[config.mk]
export PLATFORM = sky130hd
export DESIGN_NAME = mtsp_sf_rcp_nr
export DESIGN_NICKNAME = d
export VERILOG_FILES = /design/src/rtl/mtsp_sf_rcp_nr.sv
export SDC_FILE = /design/constraint.sdc
export NUM_CORES = 1
export LEC_CHECK = 0
export BUFFER_PORTS_ARGS = -buffer_cell sky130_fd_sc_hd__buf_2
export CAP_MARGIN = 20
export CORE_MARGIN = 1.5
export CORE_UTILIZATION = 60
export DETAILED_ROUTE_END_ITERATION = 16
export PLACE_DENSITY_LB_ADDON = 0.3
export SKIP_LAST_GASP = 1
export SLEW_MARGIN = 20
export SYNTH_ARGS = -nofsm -noshare
export SYNTH_HDL_FRONTEND = slang
export SYNTH_SLANG_ARGS = --single-unit
[constraint.sdc]
create_clock -name CLK -period 15.2 [get_ports CLK]
set_clock_uncertainty 0.1 [all_clocks]
set_input_delay 2.28 -clock CLK [delete_from_list [all_inputs] [get_ports CLK]]
set_output_delay 2.28 -clock CLK [all_outputs]
set_load 0.02 [all_outputs]
[src/rtl/mtsp_sf_rcp_nr.sv]
`timescale 1ns/1ps
// mtsp_sf_rcp_nr
//   FP32 reciprocal for the MTSP special-function unit. It classifies special
//   operands, indexes an external registered seed LUT, refines the seed with
//   one Newton-Raphson step and packs an FP32 result. The pipeline is three
//   entries deep (S1 -> S2 -> OUT) with valid/ready flow control and full
//   backpressure.
//
// Ports
//   CLK, nRST            clock, asynchronous active-low reset
//   IN_VALID/IN_READY    operand handshake; IN_A is the FP32 operand and
//                        IN_TAG is sideband carried unmodified
//   LUT_INDEX            seed LUT address (LUT answers one cycle later)
//   LUT_REF              LUT word: [22:16] seed bits ref7, [15:0] seed^2 (0.16)
//   OUT_VALID/OUT_READY  result handshake; OUT_DATA is FP32 1/x, OUT_TAG is its tag
module mtsp_sf_rcp_nr #(
  parameter int unsigned TAG_W = 4
) (
  input  logic             CLK,
  input  logic             nRST,
  input  logic             IN_VALID,
  output logic             IN_READY,
  input  logic [31:0]      IN_A,
  input  logic [TAG_W-1:0] IN_TAG,
  output logic [7:0]       LUT_INDEX,
  input  logic [22:0]      LUT_REF,
  output logic             OUT_VALID,
  input  logic             OUT_READY,
  output logic [31:0]      OUT_DATA,
  output logic [TAG_W-1:0] OUT_TAG
);

  // Operand class decided at accept time. INF/ZERO name the input class.
  typedef enum logic [2:0] {
    CLS_NAN,
    CLS_INF,
    CLS_ZERO,
    CLS_POW2,
    CLS_NORM
  } cls_e;

  // S1: operand, class (its frac[22:15] doubles as the LUT index register)
  logic             s1_valid_q;
  logic             s1_sign_q;
  logic [7:0]       s1_exp_q;
  logic [22:0]      s1_frac_q;
  cls_e             s1_cls_q;
  logic [TAG_W-1:0] s1_tag_q;
  // S2: packed result
  logic             s2_valid_q;
  logic [31:0]      s2_data_q;
  logic [TAG_W-1:0] s2_tag_q;
  // OUT register
  logic             out_valid_q;
  logic [31:0]      out_data_q;
  logic [TAG_W-1:0] out_tag_q;

  logic             out_free;
  logic             s2_free;
  logic             s1_free;
  logic             accept;
  cls_e             cls_d;
  logic [8:0]       seed9;
  logic [39:0]      prod;
  logic [24:0]      p;
  logic [25:0]      r1;
  logic [22:0]      mant;
  logic [7:0]       exp_pow2;
  logic [7:0]       exp_norm;
  logic [31:0]      s2_data_d;

  // Each stage loads when empty or when its contents move on.
  assign out_free  = !out_valid_q || OUT_READY;
  assign s2_free   = !s2_valid_q || out_free;
  assign s1_free   = !s1_valid_q || s2_free;
  assign IN_READY  = s1_free;
  assign accept    = IN_VALID && s1_free;

  // The LUT is registered, so while S1 is stalled we keep re-reading its own
  // index; LUT_REF therefore always belongs to the operand sitting in S1.
  assign LUT_INDEX = accept ? IN_A[22:15] : s1_frac_q[22:15];

  always_comb begin
    cls_d = CLS_NORM;
    if (&IN_A[30:23]) begin
      cls_d = (|IN_A[22:0]) ? CLS_NAN : CLS_INF;
    end else if (~|IN_A[30:23]) begin
      cls_d = CLS_ZERO;
    end else if (~|IN_A[22:0]) begin
      cls_d = CLS_POW2;
    end
  end

  // r1 = 2*r0 - m*r0^2 in 24 fractional bits. The LUT drops the seed's top
  // two bits: bit 8 is always 1 and bit 7 is set exactly for index <= 85.
  always_comb begin
    seed9 = {1'b1, (s1_frac_q[22:15] <= 8'd85), LUT_REF[22:16]};
    prod  = 40'({1'b1, s1_frac_q}) * 40'(LUT_REF[15:0]);
    p     = 25'(prod >> 15);
    r1    = {1'b0, seed9, 16'd0} - {1'b0, p};
    // Clamp to [2^23, 2^24-1]; bit 25 flags a negative difference.
    if (r1[25]) begin
      mant = '0;
    end else if (r1[24]) begin
      mant = '1;
    end else if (!r1[23]) begin
      mant = '0;
    end else begin
      mant = r1[22:0];
    end
  end

  always_comb begin
    exp_pow2  = 8'd254 - s1_exp_q;
    exp_norm  = 8'd253 - s1_exp_q;
    s2_data_d = '0;
    case (s1_cls_q)
      CLS_NAN:  s2_data_d = 32'h7FC0_0000;
      CLS_INF:  s2_data_d = {s1_sign_q, 31'd0};
      CLS_ZERO: s2_data_d = {s1_sign_q, 8'hFF, 23'd0};
      CLS_POW2: s2_data_d = (s1_exp_q >= 8'd254) ? {s1_sign_q, 31'd0}
                                                  : {s1_sign_q, exp_pow2, 23'd0};
      default:  s2_data_d = (s1_exp_q >= 8'd253) ? {s1_sign_q, 31'd0}
                                                  : {s1_sign_q, exp_norm, mant};
    endcase
  end

  always_ff @(posedge CLK or negedge nRST) begin
    if (!nRST) begin
      s1_valid_q  <= 1'b0;
      s1_sign_q   <= 1'b0;
      s1_exp_q    <= '0;
      s1_frac_q   <= '0;
      s1_cls_q    <= CLS_NAN;
      s1_tag_q    <= '0;
      s2_valid_q  <= 1'b0;
      s2_data_q   <= '0;
      s2_tag_q    <= '0;
      out_valid_q <= 1'b0;
      out_data_q  <= '0;
      out_tag_q   <= '0;
    end else begin
      if (s1_free) begin
        s1_valid_q <= accept;
        if (accept) begin
          s1_sign_q <= IN_A[31];
          s1_exp_q  <= IN_A[30:23];
          s1_frac_q <= IN_A[22:0];
          s1_cls_q  <= cls_d;
          s1_tag_q  <= IN_TAG;
        end
      end
      if (s2_free) begin
        s2_valid_q <= s1_valid_q;
        if (s1_valid_q) begin
          s2_data_q <= s2_data_d;
          s2_tag_q  <= s1_tag_q;
        end
      end
      if (out_free) begin
        out_valid_q <= s2_valid_q;
        if (s2_valid_q) begin
          out_data_q <= s2_data_q;
          out_tag_q  <= s2_tag_q;
        end
      end
    end
  end

  assign OUT_VALID = out_valid_q;
  assign OUT_DATA  = out_data_q;
  assign OUT_TAG   = out_tag_q;

endmodule

==> impl_summary.log, run 1 <==
INFO  metric synth.top_cell.area_share = around a third
INFO  metric maxSlewHeadroom = 28.09%
INFO  metric outcome = finished clean
INFO  metric fin_tns_setup = 0 ps
INFO  metric detail_route.wl_per_cell = 18.60 um
INFO  metric cts_buffers = 17
INFO  metric routabilityCongestion = 0.8971
INFO  metric place_inst = 2,387
INFO  metric drive_above_1_share = 12.76%
INFO  metric grt_setup_unrepaired = false
INFO  metric critical_path.reg2reg.startpoint = s1_frac_q[13]
INFO  metric fraction_of_synthesis_flops_using_an_asynchronous_set_or_reset_pin = 100.0%
INFO  metric critical_path.startpoint_type = input port
INFO  metric path_max_fanout = 25
INFO  metric path_clk_slew = approximately 70 ps
INFO  metric setup_viol_count_final = 0
INFO  metric maximum_number_of_pins_on_one_net_before_global_route_repair = 74
INFO  metric ios = 109
INFO  metric crit_path_start = LUT_REF[1]
INFO  metric coreArea = about 0.030 mm2
INFO  metric ctsLongestPathBuffers = 2
INFO  metric die_area = slightly above 0.03 mm2
INFO  metric syn-cell-area = 0.01807 mm2
INFO  metric tritoncts = yes
INFO  metric end_kind = flip-flop
INFO  metric synth-edff-count = 0
INFO  metric critical_path.reg2reg.endpoint = s2_data_q[21]
INFO  metric synth_nets = 2,465
INFO  metric rr_worst_depth = 33
INFO  metric drtIter0Drc = 710
INFO  metric synth.ff_latch_count = 114
INFO  metric grt-ovfl-total = 0
INFO  metric cap_violations = 0
INFO  metric vias_per_instance = 5.822
INFO  metric rows = 63
INFO  metric tightestPinTransition = 1079 ps
INFO  metric detailed_place_hpwl = 34,230 um
INFO  metric cp-endpoint = s2_data_q[21]
INFO  metric worst_path_largest_cell_delay = 780 ps
INFO  metric synthTopCellsByArea = sky130_fd_sc_hd__fa_1 (34%), sky130_fd_sc_hd__dfrtp_1 (16%), sky130_fd_sc_hd__ha_1 (8.5%), sky130_fd_sc_hd__inv_1 (7.2%), sky130_fd_sc_hd__nand2_1 (6.9%)
INFO  metric detailroute.via_count = 14,090
INFO  metric synth-main-ff-cell = sky130_fd_sc_hd__dfrtp_1
INFO  metric postCtsResizedCells = 0
INFO  metric post_synth.cell_area_avg = 9.156 um2
INFO  metric placement.io_buffers = approximately 110
INFO  metric clock_latency_late_sink = 420 ps
INFO  metric post_cts.repair.setup_buffers = 0
INFO  metric synth_cell_types = 73
INFO  metric die_width = approximately 180 um
INFO  metric regToRegSetupSlack = approximately 5300 ps
INFO  metric first_pass_grt_wire_length = 75,810 um
INFO  metric route.final.wire_length = approximately 45,000 um
INFO  metric dr.pass1.iters = 5
INFO  metric critical_path_required = 15,420 ps
INFO  metric critPathKind = in -> reg
INFO  metric nNetsFinal = between 2,000 and 3,000
INFO  metric postCtsHoldBufs = 0
INFO  metric numClockSinks = 114
INFO  metric timing.fmax = a little under 0.09 GHz
INFO  metric hold_viol = 0
INFO  metric seq_area_frac_synth = 15.78%
INFO  metric antenna_found_initial = 1
INFO  metric timing.final.crit_share = approximately three quarters
INFO  metric ys_warn_count = 0
INFO  metric fin_cells = 2,420
INFO  metric crit_path_top_delay_cell = sky130_fd_sc_hd__xor2_2
INFO  metric period_minus_slack = 11,310 ps
INFO  metric post-synth-top-area-cell = sky130_fd_sc_hd__fa_1
INFO  metric synthCells = between 1,500 and 2,000
INFO  metric global_route.usage.total = 31.04%
INFO  metric ant_nets = 0
INFO  metric htree_levels = 4
INFO  metric floorplan.initialDensity = between 60% and 70%
INFO  metric slew_viol_final = 0
INFO  metric cp_common_cell = sky130_fd_sc_hd__fa_1
INFO  metric cts_root_buf = sky130_fd_sc_hd__clkbuf_16
INFO  metric die_h = 176.6 um
INFO  metric min-delay-path-class = reg -> reg
INFO  metric synthToLayoutAreaGrowth = 7.400%
INFO  metric critical_path_arrival = 11,540 ps
INFO  metric via_count_of_the_first_global_routing_pass = 15,397
INFO  metric drc = 0
-- through the flow --
step / hold slack [ps] / utilization [%] / worst slack (ps) / instance area, um2
final: 376.3 / 65.49 / 3886 / 19410
after global routing: 395.8 / 65.48 / 3118 / 19410
after CTS: 378.2 / 65.47 / 3823 / 19400
after detailed placement: 366.4 / 63.42 / 3413 / 18800
after global placement: 341.3 / 63.42 / 3677 / 18800
after floorplan: 333.1 / - / 4856 / 18070
-- worst max-delay path: cells and delay by family --
kind,cells,cell delay (ps)
buf+inv,6,680
compound gates,14,3040
simple gates,5,1020
fa+ha+maj,8,3700
xor+xnor,1,780
-- how the worst min path moves through the flow --
| stage | to | cells past startpoint | start |
|---|---|---|---|
| floorplan | s2_tag_q[0] | 2 | s1_tag_q[0] |
| global placement | s2_tag_q[3] | 2 | s1_tag_q[3] |
| detailed placement | s2_tag_q[0] | 2 | s1_tag_q[0] |
| CTS | s2_tag_q[0] | 2 | s1_tag_q[0] |
| global route | s2_tag_q[3] | 2 | s1_tag_q[3] |
| finish | s2_tag_q[3] | 2 | s1_tag_q[3] |
-- synth_stat cells, types with 3 or more instances --
cell type	count
sky130_fd_sc_hd__and4_1	7
sky130_fd_sc_hd__xor2_1	18
sky130_fd_sc_hd__a31oi_1	5
sky130_fd_sc_hd__nor4_1	15
sky130_fd_sc_hd__and3_1	10
sky130_fd_sc_hd__a21oi_2	3
sky130_fd_sc_hd__inv_1	348
sky130_fd_sc_hd__fa_1	305
sky130_fd_sc_hd__and2_1	141
sky130_fd_sc_hd__o21ai_0	34
sky130_fd_sc_hd__or3_1	6
sky130_fd_sc_hd__nand3_1	20
sky130_fd_sc_hd__nor2_1	57
sky130_fd_sc_hd__mux2_2	73
sky130_fd_sc_hd__o31ai_1	8
sky130_fd_sc_hd__a311oi_1	3
sky130_fd_sc_hd__buf_2	4
sky130_fd_sc_hd__nand4_1	15
sky130_fd_sc_hd__xnor2_1	22
sky130_fd_sc_hd__dfrtp_1	114
sky130_fd_sc_hd__nand2_1	330
sky130_fd_sc_hd__a211oi_2	15
sky130_fd_sc_hd__nand2b_1	12
sky130_fd_sc_hd__a21o_1	21
sky130_fd_sc_hd__ha_1	123
sky130_fd_sc_hd__or2_2	8
sky130_fd_sc_hd__o21a_1	8
sky130_fd_sc_hd__clkbuf_1	84
sky130_fd_sc_hd__nor2b_1	8
sky130_fd_sc_hd__a211o_1	3
sky130_fd_sc_hd__o2111ai_1	3
sky130_fd_sc_hd__a21oi_1	59
sky130_fd_sc_hd__o211ai_1	10
sky130_fd_sc_hd__o21ai_1	6
sky130_fd_sc_hd__a211oi_1	11
sky130_fd_sc_hd__nor3_1	15
-- final cells by class --
type                    instances  area [um2]
inverters                     348        1306
clock inverters                15       181.4
diodes                          1       2.502
repair buffers                115       595.6
fillers                      2432       10230
flip-flops and latches        114        2853
clock buffers                  17       425.4
well taps                     390       488.0
multi-input cells            1420       13560
-- layer usage --
layer | track usage (%) | vias up | part of all wire (%)
met3 | 3.510 | 134 | 6.0
met2 | 54.97 | 499 | 51
met5 | 0 | - | 0.027
met4 | 12.64 | 2 | 4.2
li1 | - | 6304 | -
met1 | 38.66 | 7151 | 39
-- cell usage in the layout, fill, tap and decap left out, drive strengths merged, types with 9 or more instances in the layout --
master	count
nand2	330
nor4	15
o31ai	9
a21oi	62
and2	143
nand3	20
nor2	57
inv	359
ha	123
and3	10
xnor2	22
nand4	16
fa	305
nor3	15
a21o	21
nand2b	12
buf	115
dfrtp	114
clkbuf	17
mux2	73
xor2	19
o21ai	40
a211oi	26
o211ai	10
-- sequential cells by signal, summed over array words and instances (netlist names), 3 cells and up --
register	cells
s1_frac_q	23
s1_tag_q	4
s1_exp_q	8
OUT_TAG	4
s2_tag_q	4
s2_data_q	32
OUT_DATA	32
s1_cls_q	3
-- kinds of logic (layout without fill, tap and decap cells) --
logic type / Yosys count / after routing / share of synthesized area (%)
adder cells (fa/ha/maj): 428 / 428 / 42.30
XOR/XNOR: 41 / 41 / 2.028
buffers and inverters: 440 / 495 / 9.249
AND/OR/NAND/NOR: 660 / 660 / 17.63
other: 0 / 1 / 0
multiplexers: 75 / 75 / 4.659
AO/OA/AOI/OAI: 216 / 216 / 8.356
flip-flops: 114 / 114 / 15.78
Power of run 1 is left out: the tool's default activity adds up to more than one toggle a clock period on the data nets, which glitch-free logic cannot reach.
==> run 2, diff against run 1 <==
- ABC_AREA: default -> 1
- clock period: 15.2 -> 11.4 ns (I/O delays scaled with it)
==> impl_summary.log, run 2 <==
INFO  metric path_max_fanout = 24 (was 25)
INFO  metric coreArea = 0.03083 mm2 (was 0.02964 mm2)
INFO  metric detail_route.wl_per_cell = 16.90 um (was 18.60 um)
INFO  metric tritoncts = yes (unchanged)
INFO  metric timing.final.crit_share = approximately 83%
INFO  metric grt-ovfl-total = 0 (unchanged)
INFO  metric synth_nets = 3,017 (was 2,465)
INFO  metric core_occupancy_in_the_finished_layout = 65.53% (was 65.49%)
INFO  metric critical_path_required = 11,560 ps (was 15,420 ps)
INFO  metric fin_tns_setup = 0 ps (unchanged)
INFO  metric fin_hold_ws = 386.3 ps (was 376.3 ps)
INFO  metric synthTopCellsByArea = sky130_fd_sc_hd__fa_1 (32%), sky130_fd_sc_hd__nand2_1 (15%), sky130_fd_sc_hd__dfrtp_1 (15%), sky130_fd_sc_hd__inv_1 (13%), sky130_fd_sc_hd__ha_1 (8.1%) (was sky130_fd_sc_hd__fa_1 (34%), sky130_fd_sc_hd__dfrtp_1 (16%), sky130_fd_sc_hd__ha_1 (8.5%), sky130_fd_sc_hd__inv_1 (7.2%), sky130_fd_sc_hd__nand2_1 (6.9%))
INFO  metric ios = 109 (unchanged)
INFO  metric min-delay-path-class = reg -> reg (unchanged)
INFO  metric postCtsResizedCells = 0 (unchanged)
INFO  metric die_area = 0.03271 mm2 (was 0.03117 mm2)
INFO  metric fraction_of_synthesis_flops_using_an_asynchronous_set_or_reset_pin = 100.0% (unchanged)
INFO  metric synth_cell_types = 55 (was 73)
INFO  metric yosys.cell_count.top_type = sky130_fd_sc_hd__nand2_1 (was sky130_fd_sc_hd__inv_1)
INFO  metric numClockSinks = 114 (unchanged)
INFO  metric worst-path-buf-inv = 6 (unchanged)
INFO  metric post_synth.cell_area_avg = 7.514 um2 (was 9.156 um2)
INFO  metric critical_path_arrival = 9570 ps (was 11,540 ps)
INFO  metric place_inst = 2,929 (was 2,387)
INFO  metric synthCells = 2,526 (was 1,974)
INFO  metric die_h = 180.9 um (was 176.6 um)
INFO  metric setup_viol_count_final = 0 (unchanged)
INFO  metric syn-cell-area = 0.01898 mm2 (was 0.01807 mm2)
INFO  metric end_kind = flip-flop (unchanged)
INFO  metric ys_warn_count = 0 (unchanged)
INFO  metric global_route.usage.total = 32.73% (was 31.04%)
INFO  metric period_minus_slack = 9409 ps
INFO  metric synthToLayoutAreaGrowth = 6.441% (was 7.400%)
INFO  metric antenna_found_initial = 1 (unchanged)
INFO  metric detailroute.via_count = 16,116 (was 14,090)
INFO  metric htree_levels = 4 (unchanged)
INFO  metric slew_viol_final = 0 (unchanged)
INFO  metric dr.pass1.iters = 5 (unchanged)
INFO  metric worst_path_largest_cell_delay = 590 ps (was 780 ps)
INFO  metric outcome = finished clean (unchanged)
INFO  metric synth.top_cell.area_share = 32.17% (was 33.78%)
INFO  metric drc = 0 (unchanged)
INFO  metric rows = 64 (was 63)
INFO  metric layout_common_cells = sky130_fd_sc_hd__nand2_1 (769), sky130_fd_sc_hd__inv_1 (656), sky130_fd_sc_hd__fa_1 (305), sky130_fd_sc_hd__ha_1 (123), sky130_fd_sc_hd__dfrtp_1 (114) (was sky130_fd_sc_hd__inv_1 (348), sky130_fd_sc_hd__nand2_1 (329), sky130_fd_sc_hd__fa_1 (305), sky130_fd_sc_hd__and2_1 (141), sky130_fd_sc_hd__ha_1 (123))
INFO  metric floorplan.initialDensity = 61.56% (was 60.98%)
INFO  metric synth.ff_latch_count = 114 (unchanged)
INFO  metric synth-edff-count = 0 (unchanged)
INFO  metric seq_area_frac_synth = 15.03% (was 15.78%)
INFO  metric cts_buffers = 17 (unchanged)
INFO  metric ys_top_cells_by_count = sky130_fd_sc_hd__nand2_1 (770), sky130_fd_sc_hd__inv_1 (656), sky130_fd_sc_hd__fa_1 (305) (was sky130_fd_sc_hd__inv_1 (348), sky130_fd_sc_hd__nand2_1 (330), sky130_fd_sc_hd__fa_1 (305))
INFO  metric postCtsHoldBufs = 0 (unchanged)
INFO  metric cts_root_buf = sky130_fd_sc_hd__clkbuf_16 (unchanged)
INFO  metric die_width = 180.9 um (was 176.6 um)
INFO  metric vias_per_instance = 5.441 (was 5.822)
INFO  metric post-synth-top-area-cell = sky130_fd_sc_hd__fa_1 (unchanged)
INFO  metric placement.io_buffers = 108 (unchanged)
INFO  metric maximum_number_of_pins_on_one_net_before_global_route_repair = 80 (was 74)
INFO  metric routabilityCongestion = 1.016 (was 0.8971)
INFO  metric post_cts.repair.setup_buffers = 0 (unchanged)
INFO  metric hold_viol = 0 (unchanged)
INFO  metric detailed_place_hpwl = 39,870 um (was 34,230 um)
INFO  metric nNetsFinal = 3,043 (was 2,507)
INFO  metric ctsLongestPathBuffers = 2 (unchanged)
INFO  metric via_count_of_the_first_global_routing_pass = 16,956 (was 15,397)
INFO  metric critical_path.startpoint_type = input port (unchanged)
INFO  metric mostFrequentLayoutCell = sky130_fd_sc_hd__nand2_1 (was sky130_fd_sc_hd__inv_1)
INFO  metric cap_violations = 0 (unchanged)
INFO  metric drtIter0Drc = 1,441 (was 710)
INFO  metric clock_latency_late_sink = 410 ps (was 420 ps)
INFO  metric ant_nets = 0 (unchanged)
INFO  metric path_clk_slew = 60 ps (was 70 ps)
INFO  metric cp_top_family = adder cells (unchanged)
INFO  metric grt_setup_unrepaired = false (unchanged)
INFO  metric synth-main-ff-cell = sky130_fd_sc_hd__dfrtp_1 (unchanged)
INFO  metric drive_above_1_share = 8.460% (was 12.76%)
INFO  metric regToRegSetupSlack = 2730 ps (was 5290 ps)
INFO  metric maxSlewHeadroom = 33.35% (was 28.09%)
INFO  metric timing.fmax = 0.1063 GHz
INFO  metric critPathKind = in -> reg (unchanged)
INFO  metric fin_cells = 2,962 (was 2,420)
INFO  metric first_pass_grt_wire_length = 85,190 um (was 75,810 um)
INFO  metric fillers = 2,608 (was 2,432)
INFO  metric crit_path_top_delay_cell = sky130_fd_sc_hd__fa_1 (was sky130_fd_sc_hd__xor2_2)
INFO  metric tightestPinTransition = 999.7 ps (was 1079 ps)
INFO  metric route.final.wire_length = 50,060 um (was 45,010 um)
==> run 2: cell types whose count changed after synthesis, moves of 10 or more <==
cell / delta
sky130_fd_sc_hd__xnor2_1: -13
sky130_fd_sc_hd__clkbuf_1: +10
sky130_fd_sc_hd__nand2b_1: -12
sky130_fd_sc_hd__nand3_1: +45
sky130_fd_sc_hd__mux2_2: -65
sky130_fd_sc_hd__o21ai_1: +17
sky130_fd_sc_hd__nand2_2: +20
sky130_fd_sc_hd__and2_1: -140
sky130_fd_sc_hd__nand2_1: +440
sky130_fd_sc_hd__inv_1: +308
sky130_fd_sc_hd__and3_1: -10
sky130_fd_sc_hd__a211oi_2: -15
sky130_fd_sc_hd__a21o_1: -17
sky130_fd_sc_hd__o21ai_0: +39
==> run 2: cell families after synthesis <==
group | after synthesis | synth area share, %
AO/OA/AOI/OAI | 189 | 5.478
XOR/XNOR | 27 | 1.325
adder cells (fa/ha/maj) | 428 | 40.28
buffers and inverters | 769 | 15.47
flip-flops | 114 | 15.03
multiplexers | 8 | 0.4747
AND/OR/NAND/NOR | 991 | 21.94
==> run 2: layer usage <==
metal | track usage [%] | vias up | share of wire, %
li1 | - | 7418 | -
met5 | 0 | - | 0
met3 | 5.765 | 108 | 8.7
met2 | 53.10 | 733 | 46
met4 | 10.76 | 0 | 3.2
met1 | 44.77 | 7857 | 42
==> run 2: area by class of cell <==
type / count / area [um2] / area share [%]
timing repair buffer: 111 / 569.3 / 2.818
multi-input combinational: 1643 / 13200 / 65.33
sequential: 114 / 2853 / 14.12
clock inverter: 12 / 131.4 / 0.6503
inverter: 665 / 2496 / 12.36
tap: 396 / 495.5 / 2.453
clock buffer: 20 / 456.7 / 2.261
antenna: 1 / 2.502 / 0.01239
==> run 2: final timing paths <==
check	start	endpoint	cells after the start
worst max-delay path	LUT_REF[10]	s2_data_q[5]	35
worst min-delay path	OUT_DATA[10]	OUT_DATA[10]	2
worst max register to register	s1_frac_q[7]	s2_data_q[5]	34
worst min register to register	OUT_DATA[10]	OUT_DATA[10]	2
max in group asynchronous	nRST	s1_exp_q[0]	2
min in group asynchronous	nRST	OUT_TAG[3]	1
==> run 2: worst register-to-register path, delay by kind of cell, from the launching register on <==
kind | cells | cell delay, ps
xor gates and xnor gates | 1 | 230
buffers and inverters | 5 | 290
AOI/OAI and AO/OA | 8 | 1590
adders and majority gates | 8 | 3810
and+or+nand+nor | 12 | 1510
DFF | 1 | 990
==> run 2: per-stage QoR <==
stage	setup WS (ps)	instance area [um2]
floorplan	2720	18980
global placement	1863	19600
detailed placement	1669	19600
CTS	2047	20190
global route	1295	20200
finish	1991	20200
Power of run 2 is left out for the same reason.
==> run 3, diff against run 2 <==
- ABC_AREA: 1 -> 0
- CORE_UTILIZATION: 60 -> 58
- clock period: 11.4 -> 8.05 ns (I/O delays scaled with it)
==> impl_summary.log, run 3 (same netlist as run 1, synthesis figures left out) <==
INFO  metric min-delay-path-class = reg -> reg (unchanged)
INFO  metric postCtsHoldBufs = 0 (unchanged)
INFO  metric dr.pass1.iters = 5 (unchanged)
INFO  metric worst-path-stages = 35 (unchanged)
INFO  metric hold_viol = 0 (unchanged)
INFO  metric seqCellArea = 0.002853 mm2 (unchanged)
INFO  metric period_minus_slack = 8691 ps
INFO  metric nNetsFinal = 2,792 (was 3,043)
INFO  metric route.final.wire_length = 49,250 um (was 50,060 um)
INFO  metric ctsLongestPathBuffers = 2 (unchanged)
INFO  metric regToRegSetupSlack = -440 ps (was 2730 ps)
INFO  metric slew_viol_final = 0 (unchanged)
INFO  metric critical_path.reg2reg.endpoint = s2_data_q[16] (was s2_data_q[5])
INFO  metric floorplan.initialDensity = 58.93% (was 61.56%)
INFO  metric placement.io_buffers = 108 (unchanged)
INFO  metric setup_slack = -641.1 ps (was 1991 ps)
INFO  metric die_h = 179.5 um (was 180.9 um)
INFO  metric die_area = 0.03223 mm2 (was 0.03271 mm2)
INFO  metric critical_path.reg2reg.startpoint = s1_frac_q[12] (was s1_frac_q[7])
INFO  metric path_max_fanout = 8 (was 24)
INFO  metric end_kind = flip-flop (unchanged)
INFO  metric outcome = finished with violations (was finished clean)
INFO  metric synthToLayoutAreaGrowth = 24.19% (was 6.441%)
INFO  metric mostFrequentLayoutCell = sky130_fd_sc_hd__inv_1 (was sky130_fd_sc_hd__nand2_1)
INFO  metric crit_path_top_delay_cell = sky130_fd_sc_hd__fa_1 (unchanged)
INFO  metric critPathKind = in -> reg (unchanged)
INFO  metric coreArea = 0.03067 mm2 (was 0.03083 mm2)
INFO  metric maxSlewHeadroom = 29.74% (was 33.35%)
INFO  metric layout_common_cells = sky130_fd_sc_hd__inv_1 (335), sky130_fd_sc_hd__nand2_1 (313), sky130_fd_sc_hd__fa_1 (300), sky130_fd_sc_hd__buf_4 (268), sky130_fd_sc_hd__and2_1 (130) (was sky130_fd_sc_hd__nand2_1 (769), sky130_fd_sc_hd__inv_1 (656), sky130_fd_sc_hd__fa_1 (305), sky130_fd_sc_hd__ha_1 (123), sky130_fd_sc_hd__dfrtp_1 (114))
INFO  metric drive_above_1_share = 27.53% (was 8.460%)
INFO  metric die_width = 179.5 um (was 180.9 um)
INFO  metric tritoncts = yes (unchanged)
INFO  metric fillers = 2,159 (was 2,608)
INFO  metric crit_path_start = LUT_REF[1] (was LUT_REF[10])
INFO  metric drc = 0 (unchanged)
INFO  metric path_clk_slew = 60 ps (about the same)
INFO  metric cp-endpoint = s2_data_q[16] (was s2_data_q[5])
INFO  metric detail_route.wl_per_cell = 18.17 um (was 16.90 um)
INFO  metric numClockSinks = 114 (unchanged)
INFO  metric rr_worst_depth = 33 (was 34)
INFO  metric cp_top_family = adder cells (unchanged)
INFO  metric setup_viol_count_final = 23 (was 0)
INFO  metric vias_per_instance = 5.615 (was 5.441)
INFO  metric via_count_of_the_first_global_routing_pass = 16,810 (was 16,956)
INFO  metric ant_nets = 0 (unchanged)
INFO  metric detailed_place_hpwl = 38,400 um (was 39,870 um)
INFO  metric first_pass_grt_wire_length = 82,350 um (was 85,190 um)
INFO  metric cap_violations = 0 (unchanged)
INFO  metric cts_root_buf = sky130_fd_sc_hd__clkbuf_16 (unchanged)
INFO  metric global_route.usage.total = 31.98% (was 32.73%)
INFO  metric timing.fmax = 0.1151 GHz
INFO  metric cp_common_cell = sky130_fd_sc_hd__buf_4
INFO  metric detailroute.via_count = 15,222 (was 16,116)
INFO  metric multiInputGateArea = 0.01401 mm2 (was 0.01320 mm2)
INFO  metric critical_path_arrival = 8940 ps (was 9570 ps)
INFO  metric violated_checks = negative setup slack
INFO  metric drtIter0Drc = 836 (was 1,441)
INFO  metric critical_path.startpoint_type = input port (unchanged)
INFO  metric ios = 109 (unchanged)
INFO  metric grt-ovfl-total = 0 (unchanged)
INFO  metric fin_cells = 2,711 (was 2,962)
INFO  metric rows = 64 (unchanged)
INFO  metric cts_buffers = 17 (unchanged)
INFO  metric tightestPinTransition = 1054 ps (was 999.7 ps)
INFO  metric timing.final.crit_share = 108.0%
INFO  metric maximum_number_of_pins_on_one_net_before_global_route_repair = 72 (was 80)
INFO  metric clock_latency_late_sink = 440 ps (was 410 ps)
INFO  metric worst-path-buf-inv = 16 (was 6)
INFO  metric routabilityCongestion = 0.9308 (was 1.016)
INFO  metric worst_path_largest_cell_delay = 620 ps (was 590 ps)
INFO  metric critical_path_required = 8300 ps (was 11,560 ps)
INFO  metric htree_levels = 4 (unchanged)
INFO  metric antenna_found_initial = 1 (unchanged)
INFO  metric place_inst = 2,641 (was 2,929)
INFO  metric fin_hold_ws = 369.0 ps (was 386.3 ps)
INFO  metric grt_setup_unrepaired = true (was false)
[run 3: changes by cell type in the layout (fill, tap and decap cells not counted), sizes merged, moves of 22 or more]
cell / previous run / this run
nand2: 796 / 330
inv: 665 / 352
buf: 111 / 398
and2: 1 / 143
mux2: 8 / 73
o21ai: 96 / 40
nand3: 70 / 20
a211oi: 4 / 26
[run 3: layout make-up]
class                      count  share of cell area, %
clock inverter                14                 0.7916
inverter                     348                  5.820
multi-input combinational   1420                  62.43
clock buffer                  18                  1.912
tap                          396                  2.207
sequential                   114                  12.71
antenna                        1                0.01115
timing repair buffer         400                  14.12
[run 3: worst min path at each step]
stage / from / endpoint / slack, ps / depth (start not counted)
floorplan: s1_tag_q[0] / s2_tag_q[0] / 330 / 2
global placement: s1_tag_q[3] / s2_tag_q[3] / 340 / 2
detailed placement: s1_tag_q[0] / s2_tag_q[0] / 360 / 2
CTS: s1_tag_q[0] / s2_tag_q[0] / 370 / 2
global route: s1_tag_q[1] / s2_tag_q[1] / 410 / 2
finish: s2_tag_q[2] / s2_tag_q[2] / 370 / 2
[run 3: metrics by stage]
stage | setup slack (ps) | utilization (%) | TNS, ps | area (um2)
floorplan | -599.1 | - | -13140 | 18410
global placement | -1010 | 68.49 | -22010 | 21010
detailed placement | -1181 | 68.49 | -25810 | 21010
CTS | -412.8 | 72.94 | -9172 | 22370
global route | -917.7 | 73.18 | -20320 | 22450
finish | -641.1 | 73.18 | -13970 | 22450
[run 3: worst register-to-register path: cells and delay by family (launching register included)]
family | cells | cell delay, ps
and+or+nand+nor | 5 | 1200
buffers and inverters | 15 | 2050
AOI/OAI and AO/OA | 5 | 940
adders and majority gates | 7 | 3320
xor gates and xnor gates | 1 | 130
DFF | 1 | 670
[run 3: what timing repair did]
action	in CTS	in global routing
pin swaps	36	22
setup buffers	30	3
setup endpoints to repair	23	23
cloned	3	1
gates resized for setup	110	15
endpoints found under the hold margin	0	0
[run 3: layer usage]
| metal | track usage, % | vias to the layer above | routed length [um] |
|---|---|---|---|
| met3 | 4.964 | 137 | 2528 |
| met5 | 0 | - | 0 |
| met1 | 38.06 | 7726 | 19120 |
| li1 | - | 6863 | - |
| met2 | 58.02 | 496 | 25780 |
| met4 | 12.27 | 0 | 1816 |
Power of run 3 is left out for the same reason.
